<file path="src/rtl/cpu_cycle_scheduler.sv">
// CPU bus-cycle scheduler: emits cpu_en/cpu_en_m1 strobes and arbitrates the bus for DMA and DRAM refresh.
// Optional CPU_TURBO_EN: every region runs fast except $4000-$41FF, and memsel is ignored.
module cpu_cycle_scheduler #(
  parameter int unsigned FAST_LEN    = 6,
  parameter int unsigned SLOW_LEN    = 8,
  parameter int unsigned XSLOW_LEN   = 12,
  parameter int unsigned DMA_LEN     = 8,
  parameter int unsigned REFRESH_LEN = 40
) (
  input  logic        clk,
  input  logic        reset_n,
  input  logic [23:0] cpu_addr,
  input  logic        cpu_access,
  input  logic        memsel,
  input  logic        dma_req,
  input  logic        refresh_req,
  output logic        cpu_en,
  output logic        cpu_en_m1,
  output logic        dma_grant,
  output logic        dma_en,
  output logic        refresh_busy
);

  localparam int unsigned CNT_W = 6;

  typedef enum logic [1:0] {S_CPU, S_DMA, S_REFRESH} state_e;

  state_e           state_q, state_d;
  logic [CNT_W-1:0] cnt_q, cnt_d;
  logic             pend_q, pend_d;
  logic             cpu_en_q, cpu_en_d;
  logic             cpu_en_m1_q, cpu_en_m1_d;
  logic             dma_grant_q, dma_grant_d;
  logic             dma_en_q, dma_en_d;
  logic             refresh_busy_q, refresh_busy_d;
  logic             boundary_c;
  logic [CNT_W-1:0] len_c;
  logic [15:0]      off_c;
  logic             addr_unused_c;

  assign off_c = cpu_addr[15:0];

`ifdef CPU_TURBO_EN
  assign addr_unused_c = ^{cpu_addr[23], cpu_addr[21:16], memsel};

  // Only the joypad serial window keeps its extra-slow timing.
  always_comb begin
    len_c = CNT_W'(FAST_LEN);
    if (cpu_access && !cpu_addr[22] && (off_c >= 16'h4000) && (off_c <= 16'h41FF))
      len_c = CNT_W'(XSLOW_LEN);
  end
`else
  assign addr_unused_c = ^cpu_addr[21:16];

  // Cycle length from the bank/offset region map; internal operations are always fast.
  always_comb begin
    len_c = CNT_W'(FAST_LEN);
    if (cpu_access) begin
      if (cpu_addr[22])
        len_c = (cpu_addr[23] && memsel) ? CNT_W'(FAST_LEN) : CNT_W'(SLOW_LEN);
      else if (off_c[15])
        len_c = (cpu_addr[23] && memsel) ? CNT_W'(FAST_LEN) : CNT_W'(SLOW_LEN);
      else if (off_c < 16'h2000)
        len_c = CNT_W'(SLOW_LEN);
      else if (off_c < 16'h4000)
        len_c = CNT_W'(FAST_LEN);
      else if (off_c < 16'h4200)
        len_c = CNT_W'(XSLOW_LEN);
      else if (off_c < 16'h6000)
        len_c = CNT_W'(FAST_LEN);
      else
        len_c = CNT_W'(SLOW_LEN);
    end
  end
`endif

  // Next state; the >= compare ends a cycle whose length shrank under the counter.
  always_comb begin
    state_d        = state_q;
    cnt_d          = cnt_q + CNT_W'(1);
    pend_d         = pend_q | refresh_req;
    boundary_c     = 1'b0;
    cpu_en_d       = 1'b0;
    cpu_en_m1_d    = 1'b0;
    dma_en_d       = 1'b0;
    dma_grant_d    = (state_q == S_DMA);
    refresh_busy_d = (state_q == S_REFRESH);
    case (state_q)
      S_CPU: begin
        cpu_en_m1_d = (cnt_q == len_c - CNT_W'(2));
        if (cnt_q >= len_c - CNT_W'(1)) begin
          cpu_en_d   = 1'b1;
          boundary_c = 1'b1;
        end
      end
      S_DMA: begin
        if (cnt_q == CNT_W'(DMA_LEN - 1)) begin
          dma_en_d   = 1'b1;
          boundary_c = 1'b1;
        end
      end
      S_REFRESH: begin
        if (cnt_q == CNT_W'(REFRESH_LEN - 1)) begin
          cnt_d   = '0;
          state_d = dma_req ? S_DMA : S_CPU;
        end
      end
      default: begin
        cnt_d   = '0;
        state_d = S_CPU;
      end
    endcase
    if (boundary_c) begin
      cnt_d = '0;
      if (pend_q) begin
        state_d = S_REFRESH;
        pend_d  = 1'b0;
      end else if (dma_req) begin
        state_d = S_DMA;
      end else begin
        state_d = S_CPU;
      end
    end
  end

  always_ff @(posedge clk or negedge reset_n) begin
    if (!reset_n) begin
      state_q        <= S_CPU;
      cnt_q          <= '0;
      pend_q         <= 1'b0;
      cpu_en_q       <= 1'b0;
      cpu_en_m1_q    <= 1'b0;
      dma_grant_q    <= 1'b0;
      dma_en_q       <= 1'b0;
      refresh_busy_q <= 1'b0;
    end else begin
      state_q        <= state_d;
      cnt_q          <= cnt_d;
      pend_q         <= pend_d;
      cpu_en_q       <= cpu_en_d;
      cpu_en_m1_q    <= cpu_en_m1_d;
      dma_grant_q    <= dma_grant_d;
      dma_en_q       <= dma_en_d;
      refresh_busy_q <= refresh_busy_d;
    end
  end

  assign cpu_en       = cpu_en_q;
  assign cpu_en_m1    = cpu_en_m1_q;
  assign dma_grant    = dma_grant_q;
  assign dma_en       = dma_en_q;
  assign refresh_busy = refresh_busy_q;

endmodule

</file>
<file path="config.mk">
export PLATFORM = sky130hd
export DESIGN_NAME = cpu_cycle_scheduler
export DESIGN_NICKNAME = d
export VERILOG_FILES = /design/src/rtl/cpu_cycle_scheduler.sv
export SDC_FILE = /design/constraint.sdc
export NUM_CORES = 1
export LEC_CHECK = 0
export ABC_AREA = 1
export ABC_CLOCK_PERIOD_IN_PS = 1600
export CAP_MARGIN = 10
export CORE_MARGIN = 4
export CORE_UTILIZATION = 40
export DETAILED_ROUTE_END_ITERATION = 16
export HOLD_SLACK_MARGIN = 0.1
export PLACE_DENSITY = 0.76
export SYNTH_ARGS = -nofsm -noshare
export SYNTH_HDL_FRONTEND = slang
export SYNTH_SLANG_ARGS = --single-unit
export TNS_END_PERCENT = 100
</file>
<file path="constraint.sdc">
create_clock -name clk -period 1.6 [get_ports clk]
set_input_delay 0.32 -clock clk [delete_from_list [all_inputs] [get_ports clk]]
set_output_delay 0.32 -clock clk [all_outputs]
set_load 0.02 [all_outputs]
</file>
---- After elaboration in Yosys (flattened, before gate mapping) ----
Cells that the tools add are included.
storage, ports and cells
  bits in registers ....................... 14
  output and inout bits ................... 5
operators by class
  $add $sub $neg .......................... 3
  order comparisons ....................... 5
  eq/ne operators ......................... 7
  multiplexer cells ....................... 24
  bitwise logic cells ..................... 1
  reductions and logical operators ........ 4
operators by type and width
  operator                                               count
  < comparator 16 x 15 -> 1 bit (second input constant)  3
  two-way mux 4 bit                                      7
  two-way mux 6 bit                                      3
  < comparator 16 x 14 -> 1 bit (second input constant)  1
  one-hot mux 6 bit (2 select lines)                     1
  two-way mux 1 bit                                      8
  adder 6 x 1 -> 6 bit (second input constant)           1
  == test 6 x 3 -> 1 bit (second input constant)         1
  == test 6 bit                                          1
  == test 6 bit (second input constant)                  1
  greater-or-equal comparator 6 bit                      1
  two-way mux 2 bit                                      3
  subtractor 6 x 1 -> 6 bit (second input constant)      1
  subtractor 6 x 2 -> 6 bit (second input constant)      1
  one-hot mux 2 bit (2 select lines)                     1
  != test 3 x 1 -> 1 bit (second input constant)         1
  == test 2 x 1 -> 1 bit (second input constant)         1
  == test 2 bit (second input constant)                  1
  zero test 2 bit                                        1
  != test 2 x 1 -> 1 bit (second input constant)         1
  one-hot mux 1 bit (2 select lines)                     1
  AND reduction 2 bit                                    1
  OR reduction 2 bit                                     1
  logical AND 1 bit                                      1
  bitwise OR 1 bit                                       1

---- Logic depth before layout (Yosys ltp) ----
Gate-level depths: netlist of the first run.
  depth after elaboration ................. 14
  gate-level depth with buffers ........... 18

---- Least setup slack after synthesis of the first run ----
No wires, ideal clock.
  path kind ............................... input to register
  start point ............................. in cpu_addr[10]
  end point ............................... reg state_q[0]
  setup time .............................. 117 ps
  arrival time ............................ 1,960 ps
  data required time ...................... 1,483 ps
  setup slack ............................. -477 ps
  cell stages on the path ................. 16
  buffers on the path ..................... 0
  cells stage by stage .................... nor2_1 nand4_1 a31oi_1 ha_1 ha_1 ha_1 nand2_1 nor2_1 nand2_1 nand3_1 nand2_1 nand2_1 nand2_1 nand2_1 nand2_1 nand2_1
between the ends
  longest elaborated chain between the ends .. 14
RTL lines
  item                                                                        RTL line  text
  from (decl)                                                                 12        input logic [23:0] cpu_addr,
  < comparator 16 x 15 -> 1 bit                                               69        else if (off_c < 16'h6000)
  two-way mux 4 bit                                                           69
  two-way mux 4 bit                                                           67        else if (off_c < 16'h4200)
  two-way mux 4 bit                                                           65        else if (off_c < 16'h4000)
  two-way mux 4 bit *                                                         63        else if (off_c < 16'h2000)
  two-way mux 4 bit *                                                         61        else if (off_c[15])
  two-way mux 4 bit *                                                         59        if (cpu_addr[22])
  two-way mux 6 bit *                                                         58        if (cpu_access) begin
  subtractor 6 x 1 -> 6 bit *                                                 91        if (cnt_q >= len_c - CNT_W'(1)) begin
  greater-or-equal comparator 6 bit *                                         91
  two-way mux 1 bit *                                                         91
  one-hot mux 1 bit (2 select lines) *                                        88        case (state_q)
  != test 3 x 1 -> 1 bit (no line) or != test 2 x 1 -> 1 bit (tied branches)  n/a
  AND reduction 2 bit (no line)                                               n/a
  to (signal assigned)                                                        137       state_q <= state_d;
  to (decl)                                                                   28        state_e state_q, state_d;
Every way passes the cells marked *; elsewhere a longest branch is shown, timed or not.
A chain may end at the register's enable or synchronous reset.

---- Worst setup path in the final report of the first run ----
  start point ............................. in cpu_addr[9]
  end point ............................... reg pend_q
between the ends
  longest elaborated chain between the ends .. 13
RTL lines
  item                                  RTL line  text
  < comparator 16 x 15 -> 1 bit         69
  two-way mux 4 bit                     69
  two-way mux 4 bit                     67
  two-way mux 4 bit                     65
  two-way mux 4 bit *                   63
  two-way mux 4 bit *                   61
  two-way mux 4 bit *                   59
  two-way mux 6 bit *                   58
  subtractor 6 x 1 -> 6 bit *           91
  greater-or-equal comparator 6 bit *   91
  two-way mux 1 bit *                   91
  one-hot mux 1 bit (2 select lines) *  88
  two-way mux 1 bit *                   113       if (boundary_c) begin
  via pend_d                            30        logic pend_q, pend_d;
  to (signal assigned)                  139       pend_q <= pend_d;
  to (decl)                             30
The timed path passes the listed nets; every way through them passes the cells marked *.

==> results_dict.tcl, run 1 <==
set metrics [dict create \
    setup_ws_ns -0.3511 \
    drc 0 \
    arrival_ns 2.12 \
    grt_pass1_wl_um 3236 \
    yosys.area.top_type "dfrtp_1" \
    grtUsageMet3_pct 1.939 \
    p_sw_uw 814.9 \
    num_vias 746 \
    io_pins 35 \
    p_seq_share_pct 33.7 \
    dieHeight_um 53.88 \
    netlist_area_sq_um 842.1 \
    combPwrFrac_pct 55.8 \
    grt.busiest_layer "met2" \
    clockBufferDepth 2 \
    drt_pre_antenna_iters 4 \
    critPathMaxFanout 3 \
    coreArea_sq_um 1982 \
    internal_power_uw 1058 \
    dieArea_sq_um 2903 \
    grt_pass1_vias 780 \
    r2r-start "cnt_q[2]$_DFF_PN0_" \
    clockPowerShare_pct 10.5 \
    htreeDepth 1 \
    clk_latency_ns 0.28 \
    path_clk_slew_ns 0.08 \
    placementRows 16 \
    cp.required_ns 1.77 \
    nNetsFinal 170 \
    gp_congestion 0.8248 \
    start_kind "input port" \
    cts_buffers 3 \
    ys_warn_count 0 \
    finalHoldViolations 0 \
    critical_path_class "input port to flop" \
    grt_use_met1_pct 17.27 \
    p_sw_share_pct 43.50 \
    finalInstanceArea_sq_um 1297 \
    grt_overflow 0 \
    setup-violations-final 11 \
    maxSlewViolCount 0 \
    crit_path_max_incr_delay_ns 0.28 \
    grt_usage_pct 15.65 \
    area_growth_pct 54.09 \
    portBuffers 19 \
    cpMaxStageDelayCell "ha_4" \
    n_antenna_cell 0 \
    crit_start "cpu_addr[9]" \
    ys_types 19 \
    wl_per_cell_um 12.18 \
    cp-end-kind "flop" \
    cts_root_buf "clkbuf_4" \
    netlist_top_cells_area "dfrtp_1 (42%), ha_1 (12%), nand2_1 (9.4%)" \
    r2r_setup_slack_ns 0.08 \
    fin_crit_ns 1.951 \
    clock_skew_ns 0.003385 \
    avgSynthCellArea_sq_um 8.175 \
    min_path_type "input port to asynchronous set/reset pin" \
    drtIter0Drc 11 \
    ir_drop_uv 1018 \
    tritoncts "done" \
    nFillCells 165 \
    power_density_nw_per_um2 1444 \
    antenna_found_initial 0 \
    synth_top_area_share_pct 41.60 \
    path_cells "buf_6 -> nor2_4 -> nand4_1 -> a31oi_4 -> ha_4 -> ha_4 -> ha_4 -> nand2_4 -> nor2_2 -> nand2_1 -> nand3_2 -> nand2_4 -> nand2_4 -> nand2_2 -> o21a_1" \
    fmax_mhz 512.5 \
    tns_ns -3.045 \
    hold_slack_ns 0.3385 \
    drive_gt1_share_pct 41.54 \
    via_per_inst 4.752 \
    initial_core_util_pct 42.49 \
    rsz0062_at_grt "yes" \
    status "finished with violations" \
    fp.dieW_um 53.88 \
    ant_nets 0 \
    cts.sinks 14 \
    grt_max_degree 15 \
    yosysSeqAreaShare_pct 41.60 \
    p_leak_uw 0.0006315 \
    ys_ff_latch 14 \
    drv_cap 0 \
    failed_checks "negative setup slack" \
    dpl-instance-area_sq_um 1169 \
    timing.final.crit_share_pct 121.9 \
    synth_cells 103 \
    synth_nets 141 \
    totalWireLength_um 1913 \
    cts_hold_buf 0 \
    dpl.hpwl_um 1397 \
    met2_usage_pct 29.03 \
]
==> Yosys cell counts, drive strengths merged <==
cell	count
a21oi	2
a31oi	1
conb	1
dfrtp	14
ha	8
inv	17
nand2	24
nand3	9
nand3b	1
nand4	1
nor2	17
nor3	2
nor3b	1
o21a	1
o21ai	2
xor2	2
==> power by group through the flow <==
stage          clock network [uW]  registers (uW)  logic [uW]
6_report                      196             631        1050
3_3_place_gp                    0             628         829
2_1_floorplan                   0             644         548
5_1_grt                       208             650        1180
4_1_cts                       199             632         970
3_5_place_dp                    0             635         855
==> cell families after synthesis <==
family          synth area share (%)
simple gates                   32.39
buf+inv                        7.578
flops                          41.61
fa+ha+maj                      11.89
compound gates                 4.013
xor+xnor                       2.081
other cells                   0.4453
==> flip-flops by register name, summed over array words and instances (netlist names) <==
signal	flops
dma_en	1
state_q	2
cpu_en_m1	1
cnt_q	6
cpu_en	1
refresh_busy	1
pend_q	1
dma_grant	1
==> final cells by class <==
type / instances / area (sq um) / area share [%]
inverters: 17 / 63.81 / 4.918
flip-flops and latches: 14 / 350.3 / 27.00
repair buffers: 24 / 227.7 / 17.55
well taps: 27 / 33.78 / 2.604
multi-input cells: 72 / 599.3 / 46.19
clock buffers: 3 / 22.52 / 1.736
==> critical path, delay by kind of cell <==
| kind | cells | cell delay [ns] |
|---|---|---|
| compound gates | 2 | 0.32 |
| fa+ha+maj | 3 | 0.65 |
| buf+inv | 1 | 0.10 |
| simple gates | 9 | 0.72 |
==> layer usage <==
layer	part of all wire (%)	up-vias
met5	0	-
met4	2.0	0
met3	4.1	5
met2	54	15
met1	40	348
li1	-	378
==> layout by cell type, fill, tap and decap left out, types with 3 or more instances in the layout <==
cell	instances
clkbuf_4	3
buf_2	3
ha_1	4
clkdlybuf4s50_1	8
dfrtp_1	14
nand2_1	14
nand3_2	6
inv_2	3
nand2_4	3
buf_6	6
nor2_1	11
inv_1	14
nand2_2	7
buf_4	4
nor2_4	4
ha_4	4
==> worst paths after layout <==
kind / endpoint / cells after the start
min in group clk: refresh_busy$_DFF_PN0_ / 1
hold / removal: state_q[0]$_DFFE_PN0P_ / 2
setup reg to reg: cnt_q[3]$_DFF_PN0_ / 8
hold reg to reg: refresh_busy$_DFF_PN0_ / 1
max in group asynchronous: cnt_q[3]$_DFF_PN0_ / 2
setup / recovery: pend_q$_DFF_PN0_ / 15
==> stage by stage <==
step	total power [uW]	setup slack, ns	utilization (%)	cells
2_1_floorplan	1193	-0.4045	-	103
3_3_place_gp	1457	-1.036	58.96	153
3_5_place_dp	1490	-1.106	58.96	153
4_1_cts	1801	-0.3052	64.33	158
5_1_grt	2035	-0.4689	65.47	157
6_report	1873	-0.3511	65.47	157
==> timing repair <==
action / CTS / global route
pin swaps: 19 / 1
gates resized for setup: 65 / 8
setup buffers: 2 / 1
endpoints found under the setup margin: 11 / 11
Note: power is estimated with default switching activity, not from simulation.
==> run 2: changes to the inputs <==
SLEW_MARGIN = 40   (was default)
==> results of run 2 <==
Final layout, timing and power as in run 1 (identical DEF).
==> run 3: changes to the inputs <==
ABC_AREA = default   (was 1)
==> results_dict.tcl, run 3 <==
set metrics [dict create \
    critPathMaxFanout 5 \
    antenna_found_initial 0 \
    final_common_cell "buf_4" \
    clock_skew_ns 0.001339 \
    netlist_top_cells_area "dfrtp_1 (42%), ha_1 (12%), nor2_1 (4.5%)" \
    synth_cells 78 \
    power_density_nw_per_um2 1448 \
    synth_nets 116 \
    cts.sinks 14 \
    totalWireLength_um 2016 \
    n_antenna_cell 0 \
    nNetsFinal 156 \
    ant_nets 0 \
    num_vias 712 \
    regMostFlops "cnt_q" \
    avgSynthCellArea_sq_um 10.59 \
    min_path_type "input port to asynchronous set/reset pin" \
    synthFlopType "dfrtp_1" \
    reg_top3 "cnt_q: 6 flops, state_q: 2 flops" \
    ys_warn_count 0 \
    drtIter0Drc 7 \
    arrival_ns 3.05 \
    area_growth_pct 58.94 \
    gp_congestion 0.8005 \
    grt_pass1_wl_um 2980 \
    coreArea_sq_um 1962 \
    wl_per_cell_um 14.00 \
    fmax_mhz 346.8 \
    drv_cap 0 \
    most-common-layout-cells "buf_4 (15), dfrtp_1 (14), clkdlybuf4s50_1 (13), nor2_1 (9), inv_1 (4)" \
    tns_ns -12.96 \
    setup_ws_ns -1.283 \
    yosysSeqAreaShare_pct 42.42 \
    drive_gt1_share_pct 37.61 \
    dpl.hpwl_um 1478 \
    ys_ff_latch 14 \
    grt_usage_pct 14.64 \
    nFillCells 155 \
    timing.final.crit_share_pct 180.2 \
    cts_buffers 3 \
    htreeDepth 1 \
    fp.dieW_um 53.44 \
    synth-edff-count 0 \
    ir_drop_uv 1207 \
    finalHoldViolations 0 \
    register_area_sq_um 350.3 \
    synth_top_area_share_pct 42.42 \
    portBuffers 19 \
    clk_latency_ns 0.28 \
    yosys.area.top_type "dfrtp_1" \
    ys_types 32 \
    dieHeight_um 53.44 \
    placementRows 16 \
    drt_pre_antenna_iters 4 \
    hold_slack_ns 0.3392 \
    synth_commonest_cells "dfrtp_1 (14), nor2_1 (10), ha_1 (8)" \
    start_kind "input port" \
    clockBufferDepth 2 \
    netlist_area_sq_um 825.8 \
    path_clk_slew_ns 0.08 \
    grt_pass1_vias 672 \
    grt_max_degree 15 \
    r2r-start "cnt_q[3]$_DFF_PN0_" \
    cp-end-kind "flop" \
    p_leak_uw 0.0006002 \
    status "finished with violations" \
    via_per_inst 4.944 \
    largest_register_ffs 6 \
    dieArea_sq_um 2855 \
    critical_path_class "input port to flop" \
    finalInstanceArea_sq_um 1313 \
    drc 0 \
    initial_core_util_pct 42.09 \
    rsz0062_at_grt "yes" \
    failed_checks "negative setup slack" \
    cts_root_buf "clkbuf_4" \
    postSynth.asyncResetShare_pct 100.0 \
    reg2reg_to "cnt_q[5]$_DFF_PN0_" \
    worst-r2r-cell-count 5 \
    io_pins 35 \
    cp.required_ns 1.77 \
    tritoncts "done" \
    r2r_setup_slack_ns -0.24 \
    setup-violations-final 11 \
    maxSlewViolCount 0 \
    finalPower_uw 1901 \
    fin_crit_ns 2.883 \
    dpl-instance-area_sq_um 1169 \
    grt_overflow 0 \
    multi_input_area_sq_um 556.8 \
    synth_most_common_cell "dfrtp_1" \
]
[run 3: cells by family (layout without fill, tap and decap cells)]
family	after synthesis	after routing	share of synthesized area, %
XOR/XNOR	4	4	4.243
other	1	1	0.4541
flip-flops	14	14	42.42
adder cells (fa/ha/maj)	8	8	12.12
AO/OA/AOI/OAI	17	17	17.58
buffers and inverters	5	44	2.273
multiplexers	1	1	1.818
AND/OR/NAND/NOR	28	28	19.09
[run 3: power by group]
group	switching (uW)	internal, uW
registers	114	484
logic	481	573
clock network	111	138
[run 3: metrics by stage]
step                      cells  utilization (%)  setup slack [ns]
final                       144            66.90            -1.283
after floorplan              78                -            -1.376
after CTS                   143            63.84            -1.483
after global routing        144            66.90            -1.403
after global placement      136            59.57            -1.871
after detailed placement    136            59.57            -1.978
[run 3: layout make-up]
class	count	share of cell area, %
Sequential cell	14	26.69
Timing Repair Buffer	35	24.12
Tap cell	27	2.574
Inverter	5	1.430
Clock buffer	4	2.765
Multi-Input combinational cell	59	42.42
[run 3: timing repair]
item,in CTS,in global routing
resized for setup,17,15
pin swaps,12,15
buffers inserted,3,2
gates cloned,0,0
hold buffers,0,0
setup endpoints to repair,11,12
[run 3: per-layer routing]
layer  track usage (%)  vias up  wire length, um
met5                 0        -                0
met4             1.277        0                8
met3             5.352        2               98
met2             25.51       14             1040
met1             17.62      337              869
li1                  -      359                -
[run 3: worst max-delay path, stage by stage]
cell and delay (ns):
buf_6 0.09, or4_4 0.53, a2111oi_4 0.35, o21ai_2 0.10
inv_1 0.07, ha_2 0.18, ha_4 0.20, ha_4 0.26
nand2_2 0.04, o211a_1 0.22, a2111oi_4 0.33, a211o_1 0.28
nor2_1 0.08
[run 3: worst max path at each step]
stage	start	to	slack, ns
2_1_floorplan	cpu_addr[12]	pend_q$_DFF_PN0_	-1.38
3_3_place_gp	cpu_addr[12]	pend_q$_DFF_PN0_	-1.87
3_5_place_dp	cpu_addr[12]	pend_q$_DFF_PN0_	-1.98
4_1_cts	cpu_addr[9]	cnt_q[0]$_DFF_PN0_	-1.48
5_1_grt	cpu_addr[10]	cnt_q[1]$_DFF_PN0_	-1.40
6_report	cpu_addr[10]	cnt_q[5]$_DFF_PN0_	-1.28
